$ cat config.mk
export PLATFORM = sky130hd
export DESIGN_NAME = stack_sequencer_flat
export DESIGN_NICKNAME = d
export VERILOG_FILES = /design/src/rtl/stack_sequencer_if.sv /design/src/rtl/stack_sequencer.sv /design/src/flat_wrapper.sv
export SDC_FILE = /design/constraint.sdc
export NUM_CORES = 1
export LEC_CHECK = 0
export ABC_AREA = 1
export ABC_CLOCK_PERIOD_IN_PS = 8150
export BUFFER_PORTS_ARGS = -buffer_cell sky130_fd_sc_hd__buf_2
export CORE_MARGIN = 10
export CORE_UTILIZATION = 29
export DETAILED_ROUTE_END_ITERATION = 8
export PLACE_DENSITY_LB_ADDON = 0.2
export SLEW_MARGIN = 20
export SYNTH_ARGS = -nofsm -noshare
export SYNTH_HDL_FRONTEND = slang
export SYNTH_SLANG_ARGS = --single-unit
$ cat constraint.sdc
create_clock -name clk -period 8.15 [get_ports clk]
set_input_delay 0 -clock clk [delete_from_list [all_inputs] [get_ports clk]]
set_output_delay 0 -clock clk [all_outputs]
set_load 0.01 [all_outputs]
$ cat src/rtl/stack_sequencer_if.sv
`default_nettype none
// ============================================================================
//  Module      : stack_sequencer_if
//  Description : Request / data-memory / pipeline-control bundle of the
//                stack sequencer. The slave modport is the sequencer view and
//                the master modport is the view of the surrounding core.
//                Names are prefixed from the sequencer's point of view
//                (i_ = into the sequencer, o_ = out of it).
//  Revision    : 1.0  initial release
// ============================================================================
interface stack_sequencer_if #(
    parameter int DATA_W = 16,
    parameter int ADDR_W = 12
);
    logic              i_start;      // one-cycle request
    logic [1:0]        i_op;         // 00 CALL, 01 RET, 10 INT, 11 RTI
    logic [31:0]       i_pc_in;      // PC to push
    logic [4:0]        i_ccr_in;     // flags to push
    logic [DATA_W-1:0] i_mem_rdata;  // read data, one cycle after the read
    logic              o_mem_en;
    logic              o_mem_rw;     // 1 = write
    logic [ADDR_W-1:0] o_mem_addr;
    logic [DATA_W-1:0] o_mem_wdata;
    logic [31:0]       o_sp_out;
    logic              o_stall;
    logic              o_busy;
    logic              o_pc_load;
    logic [31:0]       o_pc_out;
    logic              o_ccr_load;
    logic [4:0]        o_ccr_out;
    logic              o_done;

    modport slave (
        input  i_start, i_op, i_pc_in, i_ccr_in, i_mem_rdata,
        output o_mem_en, o_mem_rw, o_mem_addr, o_mem_wdata, o_sp_out,
               o_stall, o_busy, o_pc_load, o_pc_out, o_ccr_load,
               o_ccr_out, o_done
    );

    modport master (
        output i_start, i_op, i_pc_in, i_ccr_in, i_mem_rdata,
        input  o_mem_en, o_mem_rw, o_mem_addr, o_mem_wdata, o_sp_out,
               o_stall, o_busy, o_pc_load, o_pc_out, o_ccr_load,
               o_ccr_out, o_done
    );
endinterface
`default_nettype wire

$ cat src/rtl/stack_sequencer.sv
`default_nettype none
// ============================================================================
//  Module      : stack_sequencer
//  Description : Multi-cycle controller owning the data-memory port for
//                32-bit stack transfers. CALL/INT push PC (and CCR for INT),
//                RET/RTI pop them back, one 16-bit word per cycle. Owns the
//                stack pointer and stalls fetch/decode while it runs.
//  Ports       : clk    - clock, rising edge
//                reset  - asynchronous, active-high
//                bus    - stack_sequencer_if.slave:
//                         i_start/i_op/i_pc_in/i_ccr_in request (IDLE only)
//                         i_mem_rdata, o_mem_en/rw/addr/wdata memory port
//                         o_sp_out current SP, o_stall, o_busy (registered)
//                         o_pc_load/o_pc_out, o_ccr_load/o_ccr_out popped
//                         values, o_done final-cycle pulse
//  Revision    : 1.0  initial release
// ============================================================================
module stack_sequencer #(
    parameter int          DATA_W   = 16,
    parameter int          ADDR_W   = 12,
    parameter logic [31:0] SP_RESET = 32'h0000_0FFF
) (
    input  wire logic            clk,
    input  wire logic            reset,
    stack_sequencer_if.slave     bus
);

    localparam logic [1:0] c_OP_CALL = 2'b00;
    localparam logic [1:0] c_OP_RET  = 2'b01;
    localparam logic [1:0] c_OP_INT  = 2'b10;
    localparam logic [1:0] c_OP_RTI  = 2'b11;

    typedef enum logic [3:0] {
        IDLE     = 4'd0,
        PUSH_HI  = 4'd1,
        PUSH_LO  = 4'd2,
        PUSH_CCR = 4'd3,
        POP_CCR  = 4'd4,
        POP_LO   = 4'd5,
        POP_HI   = 4'd6,
        FINISH   = 4'd7,
        DONE     = 4'd8
    } state_t;

    state_t             r_state;
    state_t             w_next;
    logic [31:0]        r_sp;
    logic [1:0]         r_op;
    logic [31:0]        r_pc;
    logic [4:0]         r_ccr;
    logic [31:0]        r_pc_out;
    logic [4:0]         r_ccr_out;
    logic               r_busy;

    logic [31:0]        w_sp_inc;
    logic               w_is_push;
    logic               w_is_pop;
    logic               w_mem_en;
    logic               w_mem_rw;
    logic [ADDR_W-1:0]  w_mem_addr;
    logic [DATA_W-1:0]  w_mem_wdata;
    logic               w_done;
    logic               w_pc_load;
    logic               w_ccr_load;

    // Pops pre-increment: the read address is the slot just above SP.
    assign w_sp_inc  = r_sp + 32'd1;
    assign w_is_push = (r_state == PUSH_HI) || (r_state == PUSH_LO) ||
                       (r_state == PUSH_CCR);
    assign w_is_pop  = (r_state == POP_CCR) || (r_state == POP_LO) ||
                       (r_state == POP_HI);

    // ------------------------------------------------------------------
    // Next-state and Moore-decoded outputs
    // ------------------------------------------------------------------
    always_comb begin
        w_next      = r_state;
        w_mem_en    = 1'b0;
        w_mem_rw    = 1'b0;
        w_mem_addr  = '0;
        w_mem_wdata = '0;
        w_done      = 1'b0;
        w_pc_load   = 1'b0;
        w_ccr_load  = 1'b0;

        case (r_state)
            IDLE: begin
                if (bus.i_start) begin
                    case (bus.i_op)
                        c_OP_CALL: w_next = PUSH_HI;
                        c_OP_INT:  w_next = PUSH_HI;
                        c_OP_RET:  w_next = POP_LO;
                        default:   w_next = POP_CCR;
                    endcase
                end
            end
            PUSH_HI: begin
                w_next      = PUSH_LO;
                w_mem_wdata = r_pc[31:16];
            end
            PUSH_LO: begin
                w_next      = (r_op == c_OP_INT) ? PUSH_CCR : DONE;
                w_mem_wdata = r_pc[15:0];
            end
            PUSH_CCR: begin
                w_next      = DONE;
                w_mem_wdata = {{(DATA_W-5){1'b0}}, r_ccr};
            end
            POP_CCR:  w_next = POP_LO;
            POP_LO:   w_next = POP_HI;
            POP_HI:   w_next = FINISH;
            FINISH:   w_next = DONE;
            DONE: begin
                w_next     = IDLE;
                w_done     = 1'b1;
                w_pc_load  = (r_op == c_OP_RET) || (r_op == c_OP_RTI);
                w_ccr_load = (r_op == c_OP_RTI);
            end
            default:  w_next = IDLE;
        endcase

        if (w_is_push) begin
            w_mem_en   = 1'b1;
            w_mem_rw   = 1'b1;
            w_mem_addr = r_sp[ADDR_W-1:0];
        end else if (w_is_pop) begin
            w_mem_en   = 1'b1;
            w_mem_rw   = 1'b0;
            w_mem_addr = w_sp_inc[ADDR_W-1:0];
        end
    end

    // ------------------------------------------------------------------
    // State, SP, request latches and pop captures
    // ------------------------------------------------------------------
    always_ff @(posedge clk or posedge reset) begin
        if (reset) begin
            r_state   <= IDLE;
            r_sp      <= SP_RESET;
            r_op      <= 2'b00;
            r_pc      <= 32'd0;
            r_ccr     <= 5'd0;
            r_pc_out  <= 32'd0;
            r_ccr_out <= 5'd0;
            r_busy    <= 1'b0;
        end else begin
            r_state <= w_next;
            r_busy  <= (w_next != IDLE);

            if ((r_state == IDLE) && bus.i_start) begin
                r_op  <= bus.i_op;
                r_pc  <= bus.i_pc_in;
                r_ccr <= bus.i_ccr_in;
            end

            // SP wraps modulo 2^32 in both directions.
            if (w_is_push) begin
                r_sp <= r_sp - 32'd1;
            end else if (w_is_pop) begin
                r_sp <= w_sp_inc;
            end

            // Read data lags its address by one state, so each word is
            // captured at the end of the state after the one that read it.
            if ((r_state == POP_LO) && (r_op == c_OP_RTI)) begin
                r_ccr_out <= bus.i_mem_rdata[4:0];
            end
            if (r_state == POP_HI) begin
                r_pc_out[15:0] <= bus.i_mem_rdata;
            end
            if (r_state == FINISH) begin
                r_pc_out[31:16] <= bus.i_mem_rdata;
            end
        end
    end

    assign bus.o_mem_en    = w_mem_en;
    assign bus.o_mem_rw    = w_mem_rw;
    assign bus.o_mem_addr  = w_mem_addr;
    assign bus.o_mem_wdata = w_mem_wdata;
    assign bus.o_sp_out    = r_sp;
    // Combinational on start so fetch freezes in the request cycle itself.
    assign bus.o_stall     = (bus.i_start && (r_state == IDLE)) || (r_state != IDLE);
    assign bus.o_busy      = r_busy;
    assign bus.o_pc_load   = w_pc_load;
    assign bus.o_pc_out    = r_pc_out;
    assign bus.o_ccr_load  = w_ccr_load;
    assign bus.o_ccr_out   = r_ccr_out;
    assign bus.o_done      = w_done;

endmodule
`default_nettype wire
$ cat src/flat_wrapper.sv
// flat-port wrapper written by rule: the top's interface ports become plain ports
module stack_sequencer_flat 
#(
    parameter int          DATA_W   = 16,
    parameter int          ADDR_W   = 12,
    parameter logic [31:0] SP_RESET = 32'h0000_0FFF
)
  (clk, reset, bus_i_start, bus_i_op, bus_i_pc_in, bus_i_ccr_in, bus_i_mem_rdata, bus_o_mem_en, bus_o_mem_rw, bus_o_mem_addr, bus_o_mem_wdata, bus_o_sp_out, bus_o_stall, bus_o_busy, bus_o_pc_load, bus_o_pc_out, bus_o_ccr_load, bus_o_ccr_out, bus_o_done);
  stack_sequencer_if #(.DATA_W(DATA_W), .ADDR_W(ADDR_W)) bus_i ();
  input  wire logic clk;
  input  wire logic reset;
  input wire logic [$bits(bus_i.i_start)-1:0] bus_i_start;
  input wire logic [$bits(bus_i.i_op)-1:0] bus_i_op;
  input wire logic [$bits(bus_i.i_pc_in)-1:0] bus_i_pc_in;
  input wire logic [$bits(bus_i.i_ccr_in)-1:0] bus_i_ccr_in;
  input wire logic [$bits(bus_i.i_mem_rdata)-1:0] bus_i_mem_rdata;
  output wire logic [$bits(bus_i.o_mem_en)-1:0] bus_o_mem_en;
  output wire logic [$bits(bus_i.o_mem_rw)-1:0] bus_o_mem_rw;
  output wire logic [$bits(bus_i.o_mem_addr)-1:0] bus_o_mem_addr;
  output wire logic [$bits(bus_i.o_mem_wdata)-1:0] bus_o_mem_wdata;
  output wire logic [$bits(bus_i.o_sp_out)-1:0] bus_o_sp_out;
  output wire logic [$bits(bus_i.o_stall)-1:0] bus_o_stall;
  output wire logic [$bits(bus_i.o_busy)-1:0] bus_o_busy;
  output wire logic [$bits(bus_i.o_pc_load)-1:0] bus_o_pc_load;
  output wire logic [$bits(bus_i.o_pc_out)-1:0] bus_o_pc_out;
  output wire logic [$bits(bus_i.o_ccr_load)-1:0] bus_o_ccr_load;
  output wire logic [$bits(bus_i.o_ccr_out)-1:0] bus_o_ccr_out;
  output wire logic [$bits(bus_i.o_done)-1:0] bus_o_done;
  assign bus_i.i_start = bus_i_start;
  assign bus_i.i_op = bus_i_op;
  assign bus_i.i_pc_in = bus_i_pc_in;
  assign bus_i.i_ccr_in = bus_i_ccr_in;
  assign bus_i.i_mem_rdata = bus_i_mem_rdata;
  assign bus_o_mem_en = bus_i.o_mem_en;
  assign bus_o_mem_rw = bus_i.o_mem_rw;
  assign bus_o_mem_addr = bus_i.o_mem_addr;
  assign bus_o_mem_wdata = bus_i.o_mem_wdata;
  assign bus_o_sp_out = bus_i.o_sp_out;
  assign bus_o_stall = bus_i.o_stall;
  assign bus_o_busy = bus_i.o_busy;
  assign bus_o_pc_load = bus_i.o_pc_load;
  assign bus_o_pc_out = bus_i.o_pc_out;
  assign bus_o_ccr_load = bus_i.o_ccr_load;
  assign bus_o_ccr_out = bus_i.o_ccr_out;
  assign bus_o_done = bus_i.o_done;
  stack_sequencer #(.DATA_W(DATA_W), .ADDR_W(ADDR_W), .SP_RESET(SP_RESET)) u_core (.clk(clk), .reset(reset), .bus(bus_i));
endmodule
==> metrics list <==
- Status: finished clean
- Worst setup endpoint: bus_o_mem_en
* Overflow after GRT: 0
- Cells after synthesis: 809
- Reg2Reg Depth: 8
* Hold Vio Cnt, Final: 0
- Initial standard-cell utilization of the core: 29.6%
- Final-layout setup total negative slack: 0 ns
- By count the netlist is led by nand2_1, dfrtp_1, inv_1, o21ai_0, nor2_1.
* Synthesis warning total: 0
- Crit start category: flop
- Clock tree synthesis selected as its root buffer the cell clkbuf_16.
* Arrival time at the worst endpoint: 2.89 ns
- Floorplan core area: 20,300 µm²
- Detailed placement finished with a half-perimeter wire length of 14,200 µm.
* Clock Sink Count: 113
* Critical path start-end classification: reg2out
- The critical path runs through a total of 6 cells.
- In the final layout, the share of cells above drive strength 1 is 22.7%.
- Final cycle utilization of the critical path: 35.4%
- Diode count: 0
- Die height: 164 µm
* TritonCTS clock tree: done
- The first routing iteration left 370 violations.
- Total Routing Usage GR: 14.7%
* Mapped Nets: 869
- Clock tree synthesis inserted a total of 17 buffers.
- Setup violations remaining at the end of the flow were counted as 0.
- In this run the number of H-tree levels came out at 4.
* Total length of routed wires: 19,700 µm
- VDD sags by at most 0.155 mV.
- The largest individual stage delay along the critical path comes from the cell nand2_1.
* Drt drc: 0
- The signal on the critical path passes through nor2_2 -> inv_2 -> nor2_4 -> inv_2 -> nand2_1 -> buf_2.
- The worst path needs 2.89 ns of the cycle, external delays included.
- No sink is reached through more buffers than the 2 on the longest clock path.
* Buffers on Ports: 161
- Global-route wire length before repair: 32,000 µm
- The tool flagged a number of max-cap violations equal to 0.
- Category of the worst setup path capture point: output port
- In this run the static leakage power is 4.26 nW.
* RR Startpoint: u_core.r_state[3]
* Maximum fanout along the worst path: 30
- The total count of max-transition violations in the final report came to 0.
- Clock input transition at the sequential cells of the worst setup and hold paths: 0.06 ns
- The largest total area in the synthesized netlist belongs to dfrtp_1.
- By area the synthesized netlist is led by dfrtp_1, nand2_1, o21ai_0.
* Delay of the slowest cell on the worst path: 0.64 ns
- In the synthesized netlist the async set-or-reset flop fraction comes to 100%.
* Total standard cell area after synthesis: 6000 µm²
- Headroom to the max-slew limit: 32.8%
- Post-DR vias/cell: 4.59
- Most frequent CP cell: inv_2
* Die outline area: 26,900 µm²
- Clock skew on the completed layout was measured at 0.00921 ns.
* Family with the most delay on the worst path: simple AND/OR/NAND/NOR gates
- Number of global-route vias before repair: 6,117
- #FFs+latches synth: 113
- Filler instances: 2,142
* Total via count after detailed routing: 5,977
- Number of top-level design ports: 162
- After detailed routing, the average wire length per cell comes to 15.2 µm.
- The synthesized design contains 0 enable-type register cells.
- The number of antenna violations at the first check in global routing is 0.
- At the end of routability-driven placement, the weighted congestion stood at 0.864.
- The share of synthesized area in the top cell type comes to 42.1%.
* Critical R2R Capture: u_core.bus.o_sp_out[10]
* Kind of path behind the tightest hold check: in2reg
- Before antenna repair, the detailed router went through 5 iterations.
* Setup slack on the worst flop-to-flop path: 5.51 ns
- Compared with the post-synthesis result, the final layout area differs by 36.3%.
* Antenna-violating nets left: 0
* Design Power: 0.00315 W
* Setup repair after global routing missed its margin: false
* Row count: 52
* Max Fclk: 346 MHz
- Tracing the worst setup path back leads to its startpoint at u_core.r_state[3].
- Start point of the worst hold path: bus_i_start
- Power spread over the standard cell area amounts to 385 nW/µm².
- Most used standard cell by instance count after synthesis: nand2_1
- At the pin with the least slew margin, the transition time is 1.01 ns.
- Average instance area after synthesis: 7.42 µm²
- Number of nets in the finished design: 1,079
- For this run, the register share of the synthesized area comes to 47.4%.
* Unique masters post-synth: 36
- The later pin in the worst-skew pair is clocked with a latency of 0.42 ns.
* Largest net degree at the start of global routing: 71
* Data required time at the worst endpoint: 8.15 ns
- Counting both buffers and inverters, the worst setup path holds a total of 3.
* Die outline width: 164 µm
- Primary FF master, synth: dfrtp_1
## cells by family after synthesis
logic type               share of synthesized area [%]
AO/OA/AOI/OAI                                     12.2
XOR/XNOR                                          2.04
adder cells (fa/ha/maj)                          0.417
buffers and inverters                             8.21
flip-flops                                        47.4
AND/OR/NAND/NOR                                   29.8
## per-layer routing
layer | global-route usage (%) | up-vias | share of wire (%)
met5 | 0 | - | 0
met4 | 4.26 | 0 | 1.3
li1 | - | 3012 | -
met1 | 18.4 | 2771 | 44
met2 | 24.1 | 178 | 48
met3 | 4.46 | 16 | 6.7
## final cells by class
type                       instances  area (µm²)  area share [%]
sequential                       113        2840            34.7
tap                              270         338            4.13
timing repair buffer             219        1390            17.0
multi-input combinational        575        2680            32.8
clock buffer                      18         429            5.24
inverter                          93         354            4.33
clock inverter                    14         145            1.77
## layout by cell type (no fill, tap or decap), types with 3 or more instances in the layout
master	instances
o21ai_0	87
o21ai_1	13
nand4_1	11
inv_2	5
nor3_1	7
nand2_2	5
dfstp_2	12
dlygate4sd3_1	56
o22ai_1	10
o211ai_1	4
dfrtp_1	101
o221ai_1	5
clkinv_4	3
inv_1	86
nand3_1	40
a21oi_1	8
nand3b_1	3
a31oi_1	5
nor2_2	3
inv_6	7
buf_2	161
nand2_1	263
nor2_4	6
xor2_1	14
nor2_1	77
clkbuf_16	17
## worst reg2reg max path: cells and delay by family, from the launching register on
kind                   cells  cell delay [ns]
and+or+nand+nor            5             1.49
DFF                        1             0.40
buffers and inverters      2             0.50
AOI/OAI and AO/OA          1             0.19
## report_power, final
group / switching [W] / internal [W] / total, W
clock network: 0.000303 / 0.000431 / 0.000734
registers: 0.000192 / 0.000838 / 0.00103
logic: 0.000904 / 0.000482 / 0.00139
## repair_timing
item,in CTS,in global routing
endpoints found under the hold margin,109,0
setup buffers,0,0
hold buffers,56,0
gates resized for setup,0,0
## through the flow
stage | setup slack [ns] | util (%) | cells | instance area [µm²] | hold slack [ns]
floorplan | 5.18 | - | 809 | 6000 | 0.117
global placement | 5.40 | 34.6 | 1213 | 7020 | 0.120
detailed placement | 5.37 | 34.6 | 1213 | 7030 | 0.124
CTS | 5.23 | 40.2 | 1301 | 8160 | 0.196
global route | 5.05 | 40.3 | 1302 | 8180 | 0.0762
finish | 5.26 | 40.3 | 1302 | 8180 | 0.0604
## registers in the layout, summed over array words and instances (netlist names)
register,flops
u_core.r_op,2
u_core.bus.o_sp_out,32
u_core.r_state,4
u_core.bus.o_ccr_out,5
u_core.bus.o_pc_out,32
u_core.bus.o_busy,1
u_core.r_ccr,5
u_core.r_pc,32
## worst min path at each step
stage / slack, ns / end / cells after the start
final: 0.06 / u_core.r_ccr[2] / 5
after detailed placement: 0.12 / u_core.bus.o_pc_out[29] / 2
after CTS: 0.20 / u_core.r_pc[22] / 5
after floorplan: 0.12 / u_core.r_ccr[0] / 2
after global routing: 0.08 / u_core.r_ccr[2] / 5
after global placement: 0.12 / u_core.bus.o_pc_out[29] / 2
Power figures use the tool's default switching activity.
